[src/rtl/program_memory_loader.sv]
// Boot-time program memory writer: packs a big-endian byte stream into 32-bit
// instructions and writes them to consecutive word-aligned addresses from 0.
module program_memory_loader #(
    parameter int MEMORY_DEPTH = 32,
    parameter int DATA_WIDTH   = 32
) (
    input  logic                  clk,
    input  logic                  reset,
    input  logic                  Start,
    input  logic [DATA_WIDTH-1:0] WordCount,
    input  logic [7:0]            ByteData,
    input  logic                  ByteValid,
    output logic                  ByteReady,
    output logic                  WriteEnable,
    output logic [DATA_WIDTH-1:0] WriteAddress,
    output logic [DATA_WIDTH-1:0] WriteData,
    output logic                  Busy,
    output logic                  Done
);

    localparam int CW = $clog2(MEMORY_DEPTH + 1);

    typedef enum logic [1:0] {
        IDLE,
        LOAD,
        WRITE,
        DONE
    } state_t;

    state_t                  state_q, state_d;
    logic [CW-1:0]           count_q, count_d;
    logic [CW-1:0]           index_q, index_d;
    logic [1:0]              byte_cnt_q, byte_cnt_d;
    logic [DATA_WIDTH-1:0]   word_q, word_d;
    logic                    write_enable_q, write_enable_d;
    logic [DATA_WIDTH-1:0]   write_address_q, write_address_d;
    logic [DATA_WIDTH-1:0]   write_data_q, write_data_d;
    logic                    busy_q, busy_d;
    logic                    done_q, done_d;
    logic [CW-1:0]           clamped_count;
    logic [DATA_WIDTH-1:0]   next_word;

    // Requests larger than the memory are clamped so the loader never writes past its end.
    assign clamped_count = (WordCount > DATA_WIDTH'(MEMORY_DEPTH)) ? CW'(MEMORY_DEPTH)
                                                                  : WordCount[CW-1:0];
    assign next_word     = {word_q[DATA_WIDTH-9:0], ByteData};

    always_comb begin
        state_d         = state_q;
        count_d         = count_q;
        index_d         = index_q;
        byte_cnt_d      = byte_cnt_q;
        word_d          = word_q;
        write_enable_d  = 1'b0;
        write_address_d = write_address_q;
        write_data_d    = write_data_q;

        case (state_q)
            IDLE: begin
                if (Start) begin
                    count_d    = clamped_count;
                    index_d    = '0;
                    byte_cnt_d = '0;
                    state_d    = (clamped_count == '0) ? DONE : LOAD;
                end
            end
            LOAD: begin
                if (ByteValid) begin
                    word_d     = next_word;
                    byte_cnt_d = byte_cnt_q + 2'd1;
                    // The write strobe and its address/data are registered alongside the move to WRITE.
                    if (byte_cnt_q == 2'd3) begin
                        state_d         = WRITE;
                        write_enable_d  = 1'b1;
                        write_address_d = DATA_WIDTH'({index_q, 2'b00});
                        write_data_d    = next_word;
                    end
                end
            end
            WRITE: begin
                index_d = index_q + 1'b1;
                state_d = (index_d == count_q) ? DONE : LOAD;
            end
            DONE: begin
                state_d = IDLE;
            end
            default: begin
                state_d = IDLE;
            end
        endcase

        busy_d = (state_d != IDLE);
        done_d = (state_d == DONE);
    end

    always_ff @(posedge clk) begin
        if (reset) begin
            state_q         <= IDLE;
            count_q         <= '0;
            index_q         <= '0;
            byte_cnt_q      <= '0;
            word_q          <= '0;
            write_enable_q  <= 1'b0;
            write_address_q <= '0;
            write_data_q    <= '0;
            busy_q          <= 1'b0;
            done_q          <= 1'b0;
        end else begin
            state_q         <= state_d;
            count_q         <= count_d;
            index_q         <= index_d;
            byte_cnt_q      <= byte_cnt_d;
            word_q          <= word_d;
            write_enable_q  <= write_enable_d;
            write_address_q <= write_address_d;
            write_data_q    <= write_data_d;
            busy_q          <= busy_d;
            done_q          <= done_d;
        end
    end

    assign ByteReady    = (state_q == LOAD);
    assign WriteEnable  = write_enable_q;
    assign WriteAddress = write_address_q;
    assign WriteData    = write_data_q;
    assign Busy         = busy_q;
    assign Done         = done_q;

endmodule

[config.mk]
export PLATFORM = sky130hd
export DESIGN_NAME = program_memory_loader
export DESIGN_NICKNAME = d
export VERILOG_FILES = /design/src/rtl/program_memory_loader.sv
export SDC_FILE = /design/constraint.sdc
export NUM_CORES = 1
export LEC_CHECK = 0
export BUFFER_PORTS_ARGS = -buffer_cell sky130_fd_sc_hd__buf_4
export CAP_MARGIN = 20
export CORE_ASPECT_RATIO = 1.25
export CORE_MARGIN = 2
export CORE_UTILIZATION = 47
export CTS_BUF_LIST = sky130_fd_sc_hd__clkbuf_8
export CTS_CLUSTER_SIZE = 25
export DETAILED_ROUTE_END_ITERATION = 10
export PLACE_DENSITY_LB_ADDON = 0.25
export SYNTH_ARGS = -nofsm -noshare
export SYNTH_HDL_FRONTEND = slang
export SYNTH_SLANG_ARGS = --single-unit
[constraint.sdc]
create_clock -name clk -period 1.56 [get_ports clk]
set_input_delay 0.156 -clock clk [delete_from_list [all_inputs] [get_ports clk]]
set_output_delay 0.156 -clock clk [all_outputs]
set_load 0.03 [all_outputs]
## Word level (Yosys, flattened, before mapping)

Cells that the tools add are included.
Widths: inputs -> output; s select.

- Output and inout bits: 68
- Register bits after elaboration: 81

- $lt $le $gt $ge: 1
- Eq/ne operators: 8
- Add/sub/neg operators: 2
- Bitwise operators: 2
- Reductions and logical operators: 11
- Multiplexer cells: 13

Operator list:

| kind | count |
|---|---|
| $gt 32x6->1 const B | 1 |
| $mux 2 | 7 |
| $mux 6 | 2 |
| $pmux 6 s2 | 1 |
| $eq 2x2->1 const B | 4 |
| $pmux 2 s4 | 1 |
| $add 6x1->6 const B | 1 |
| $eq 6x6->1 | 1 |
| $logic_not 6->1 | 1 |
| $reduce_and 2->1 | 3 |
| $reduce_and 3->1 | 2 |
| $reduce_bool 2->1 | 3 |
| $ne 2x2->1 const B | 2 |
| $pmux 2 s2 | 1 |
| $reduce_or 3->1 | 1 |
| $add 2x1->2 const B | 1 |
| $eq 2x1->1 const B | 1 |
| $logic_not 2->1 | 1 |
| $not 1->1 | 2 |
| $mux 1 | 1 |

## Depth between registers and ports, before layout

- Depth in word-level cells: 7
- Gate-level depth with buffers: 7
- Depth with buffers taken out: 6

## Worst setup path before layout

No wires, ideal clock.

- Kind: reg-to-reg
- Start: register index_q[0]
- End: register state_q[1]
- Required time: 1.428 ns
- Stages on the path, launching flop included: 7
- Buffers on the path: 0
- Slack: -0.108 ns
- Period minus slack after synthesis: 1.668 ns
- Arrival time: 1.535 ns
- Path through: dfxtp_1 ha_1 and3b_1 or3_1 a31o_1 a32oi_1 a21oi_1

- Word-level cells in the longest chain between the ends: 4

Ends and longest elaborated chain:

| element | RTL line | text |
|---|---|---|
| start: declaration | 32 | `logic [CW-1:0] index_q, index_d;` |
| start signal: assignment | 111 | `index_q <= index_d;` |
| $add 6x1->6 | 81 | `index_d = index_q + 1'b1;` |
| $eq 6x6->1 | 82 | `state_d = (index_d == count_q) ? DONE : LOAD;` |
| $mux 2 | 82 |  |
| $pmux 2 s4 | 58 | `case (state_q)` |
| end signal: assignment | 109 | `state_q <= state_d;` |
| end: declaration | 30 | `state_t state_q, state_d;` |

No other way between the ends.
A chain may end at the register's enable or synchronous reset.

## Worst setup path after layout

Same ends and word-level chain as after synthesis.

==> load_flow_metrics.sql <==
INSERT INTO impl_metrics (metric_group, metric, value, unit) VALUES
('die', 'die_footprint', '7624', 'sq um'),
('critical_path', 'timing.critical_path.required', '1800', 'ps'),
('grt', 'globalRouteOverflowTotal', '0', ''),
('grt', 'track_usage', '20.23', '%'),
('clocking', 'numCtsBuffers', '9', ''),
('die', 'design.core.area', '6648', 'sq um'),
('logic_synthesis', 'synthesis.instances', '409', ''),
('logic_synthesis', 'synth_top_cell_by_area', 'dfxtp_1', ''),
('critical_path', 'critical-path-slowest-cell', 'dfxtp_2', ''),
('pwr', 'vdd_ir_drop_max', '539.0', 'uV'),
('grt', 'first_global_vias', '2727', ''),
('logic_synthesis', 'yosysTopAreaCellShare', '49.73', '%'),
('logic_synthesis', 'synth.lib_cells_used.distinct', '34', ''),
('clocking', 'tritoncts_clock_tree', 'built', ''),
('sta', 'fmax', '632.9', 'MHz'),
('logic_synthesis', 'ys_ff_latch', '81', ''),
('clocking', 'insertion_delay', '350', 'ps'),
('sta', 'slew_viol_final', '0', ''),
('critical_path', 'setup.worst_path.end_class', 'register', ''),
('critical_path', 'series_of_cell_instances_along_the_critical_path', 'ha_4, and3b_1, or3_1, a31o_1, a32oi_2, a21oi_1', ''),
('pwr', 'power_density', '901.5', 'nW/um^2'),
('critical_path', 'family_with_the_most_delay_on_the_worst_path', 'simple AND/OR/NAND/NOR gates', ''),
('cells_and_area', 'final-seq-area', '1627', 'sq um'),
('critical_path', 'cp-start-kind', 'register', ''),
('drt', 'dr_total_vias', '2925', ''),
('pwr', 'total_power', '3.765', 'mW'),
('grt', 'grt_max_degree', '43', ''),
('drt', 'postRouteWirelength', '7391', 'um'),
('die', 'initial_utilization', '49.05', '%'),
('sta', 'grt_setup_unrepaired', 'true', ''),
('clocking', 'cts.sinks', '81', ''),
('sta', 'final.period_utilization', '101.3', '%'),
('placed_design', 'place_hpwl', '5273', 'um'),
('clocking', 'clock_tree.buffer_depth', '2', ''),
('critical_path', 'timing.critical_path.buf_inv', '0', ''),
('outcome', 'outcome', 'complete, but fails checks', ''),
('placed_design', 'pre_cts_slack', '-42.33', 'ps'),
('critical_path', 'crit_arrival', '1820', 'ps'),
('sta', 'final.min_clock_period', '1580', 'ps'),
('placed_design', 'finalWeightedCongestion', '0.8129', ''),
('sta', 'layout_setup_ws', '-19.91', 'ps'),
('clocking', 'clkTransAtPathRegs', '90', 'ps'),
('drt', 'dr.pass1.iters', '4', ''),
('clocking', 'post_cts_hold_buffer_count', '0', ''),
('die', 'floorplan.die.width', '78.50', 'um'),
('logic_synthesis', 'synth_seq_area_share', '49.73', '%'),
('cells_and_area', 'syn_to_final_growth', '28.09', '%'),
('die', 'dieHeight', '97.13', 'um'),
('drt', 'drc', '0', ''),
('sta', 'final-hold-violation-count', '0', ''),
('critical_path', 'worst-path-max-fanout', '3', ''),
('drt', 'wl_per_cell', '12.51', 'um'),
('sta', 'holdWs', '41.29', 'ps'),
('sta', 'finalSetupViolations', '1', ''),
('worst_hold_path', 'holdCritPathClass', 'in -> reg', ''),
('cells_and_area', 'post_route_cells_drive_above_1_share', '25.99', '%'),
('die', 'io_pins', '112', ''),
('grt', 'grt_first_pass_wirelength', '12360', 'um'),
('critical_path', 'worstSetupPathType', 'reg -> reg', ''),
('sta', 'finClkSkew', '10.76', 'ps'),
('job', 'timing.max_cap.violations', '0', ''),
('clocking', 'cts_setup_buffers', '0', ''),
('logic_synthesis', 'avgSynthCellArea', '7.972', 'sq um'),
('cells_and_area', 'num-nets-final', '545', ''),
('drt', 'postRouteAntennaNets', '0', ''),
('drt', 'drt-vias-per-instance', '4.949', ''),
('cells_and_area', 'n_antenna_cell', '0', ''),
('grt', 'grt_antenna_before_repair', '0', ''),
('pwr', 'power.leakage', '1.688', 'nW'),
('logic_synthesis', 'yosys-top-cells-area', 'dfxtp_1 (50%), nand2_1 (15%), a21oi_1 (10%), buf_4 (6.0%), nor2_1 (2.5%)', ''),
('outcome', 'failed_checks', 'negative setup slack', ''),
('logic_synthesis', 'syn-cell-area', '3261', 'sq um'),
('clocking', 'cts_root_buf', 'clkbuf_8', ''),
('placed_design', 'port_buffers', '85', ''),
('die', 'rows', '33', ''),
('critical_path', 'crit_path_max_incr_delay', '340', 'ps'),
('cells_and_area', 'multi_input_comb_area', '1454', 'sq um'),
('logic_synthesis', 'synth_warnings', '0', ''),
('cells_and_area', 'final.fill_count', '590', ''),
('clocking', 'htreeDepth', '3', ''),
('drt', 'drt_iter0_markers', '147', '');
==> state kept, by name (all words and copies together), names as in the netlist <==
signal / cells
Busy: 1
Done: 1
WriteAddress: 6
WriteData: 32
WriteEnable: 1
byte_cnt_q: 2
count_q: 6
index_q: 6
state_q: 2
word_q: 24
==> cells in the final DEF, fill, tap and decap left out, types with 2 or more instances in the layout <==
cell type / instances
nand2_1: 130
buf_4: 101
dfxtp_1: 77
a21oi_1: 68
conb_1: 26
nor2_1: 22
clkbuf_8: 9
a22oi_1: 8
nor4_1: 6
nor3_1: 4
xor2_1: 4
xnor2_1: 4
clkinv_2: 4
dfxtp_2: 4
and2_1: 3
nand3_1: 3
buf_12: 3
nand4_1: 2
nor2b_1: 2
o21ai_1: 2
or3_1: 2
and3_1: 2
==> report_power, final <==
part	internal (mW)	switching (mW)
clock network	0.574	0.768
registers	2.08	0.0159
logic	0.121	0.201
==> cell usage after synthesis <==
library cell / n
o21ai_0: 1
a21oi_1: 68
and2_1: 3
and3_2: 1
xor2_1: 4
xnor2_1: 4
nand2_1: 130
nor2b_1: 2
nand4_1: 2
buf_6: 1
buf_2: 10
nor2_1: 22
dfxtp_1: 81
clkbuf_1: 13
mux2_2: 1
nor4_1: 7
a32oi_1: 1
nor3_1: 4
conb_1: 1
nand2b_1: 1
nor2b_4: 1
or3b_1: 1
and3b_1: 1
o21ai_1: 2
and3_1: 2
a31o_1: 1
or4_1: 1
a211oi_1: 1
a22oi_1: 8
ha_1: 2
nor3b_2: 1
buf_4: 26
nand3_1: 3
or3_1: 2
==> metrics by stage <==
stage,TNS [ps],area [sq um],std cells,util [%]
global route,-134.3,4177,591,62.83
floorplan,-7.341,3369,434,-
global placement,-10.81,3991,575,60.04
detailed placement,-56.94,3991,575,60.04
finish,-19.91,4177,591,62.83
CTS,-21.99,4174,591,62.79
==> routing by layer <==
metal  track usage (%)  part of all wire [%]  wire [um]
met1             24.84                    42       3133
met2             32.74                    50       3691
met3             5.019                   5.1        376
met4             9.987                   2.6        189
met5                 0                     0          0
==> path summary, 6_finish.rpt <==
path                                 endpoint  cells past startpoint         start  slack, ps
worst max-delay path               state_q[1]                      6    index_q[0]        -20
worst min-delay path               count_q[4]                      3  WordCount[4]         40
worst max register to register     state_q[1]                      6    index_q[0]        -20
worst min register to register  WriteData[29]                      2    word_q[21]        450
==> repair_timing <==
item                                    4_1_cts  5_1_grt
endpoints found under the setup margin        2       31
gates cloned                                  0        0
endpoints found under the hold margin         0        0
gates resized for setup                       2        2
pin swaps                                     0        1
==> cell families after synthesis <==
group / count (synthesis) / synth area share [%]
other: 1 / 0.1150
XOR/XNOR: 8 / 2.149
adder cells (fa/ha/maj): 2 / 0.7673
buffers and inverters: 50 / 9.363
multiplexers: 1 / 0.3453
AND/OR/NAND/NOR: 184 / 24.02
AO/OA/AOI/OAI: 82 / 13.51
flip-flops: 81 / 49.73
==> worst min-delay path, delay by kind of cell <==
kind | cells | cell delay [ps]
simple gates | 1 | 70
buf+inv | 1 | 80
compound gates | 1 | 50
==> final cells by class <==
type / instances / area share [%]
clock inverters: 7 / 1.078
repair buffers: 104 / 19.59
flip-flops and latches: 81 / 38.95
clock buffers: 9 / 2.966
multi-input cells: 303 / 34.81
well taps: 87 / 2.606
Power figures use the tool's default switching activity.
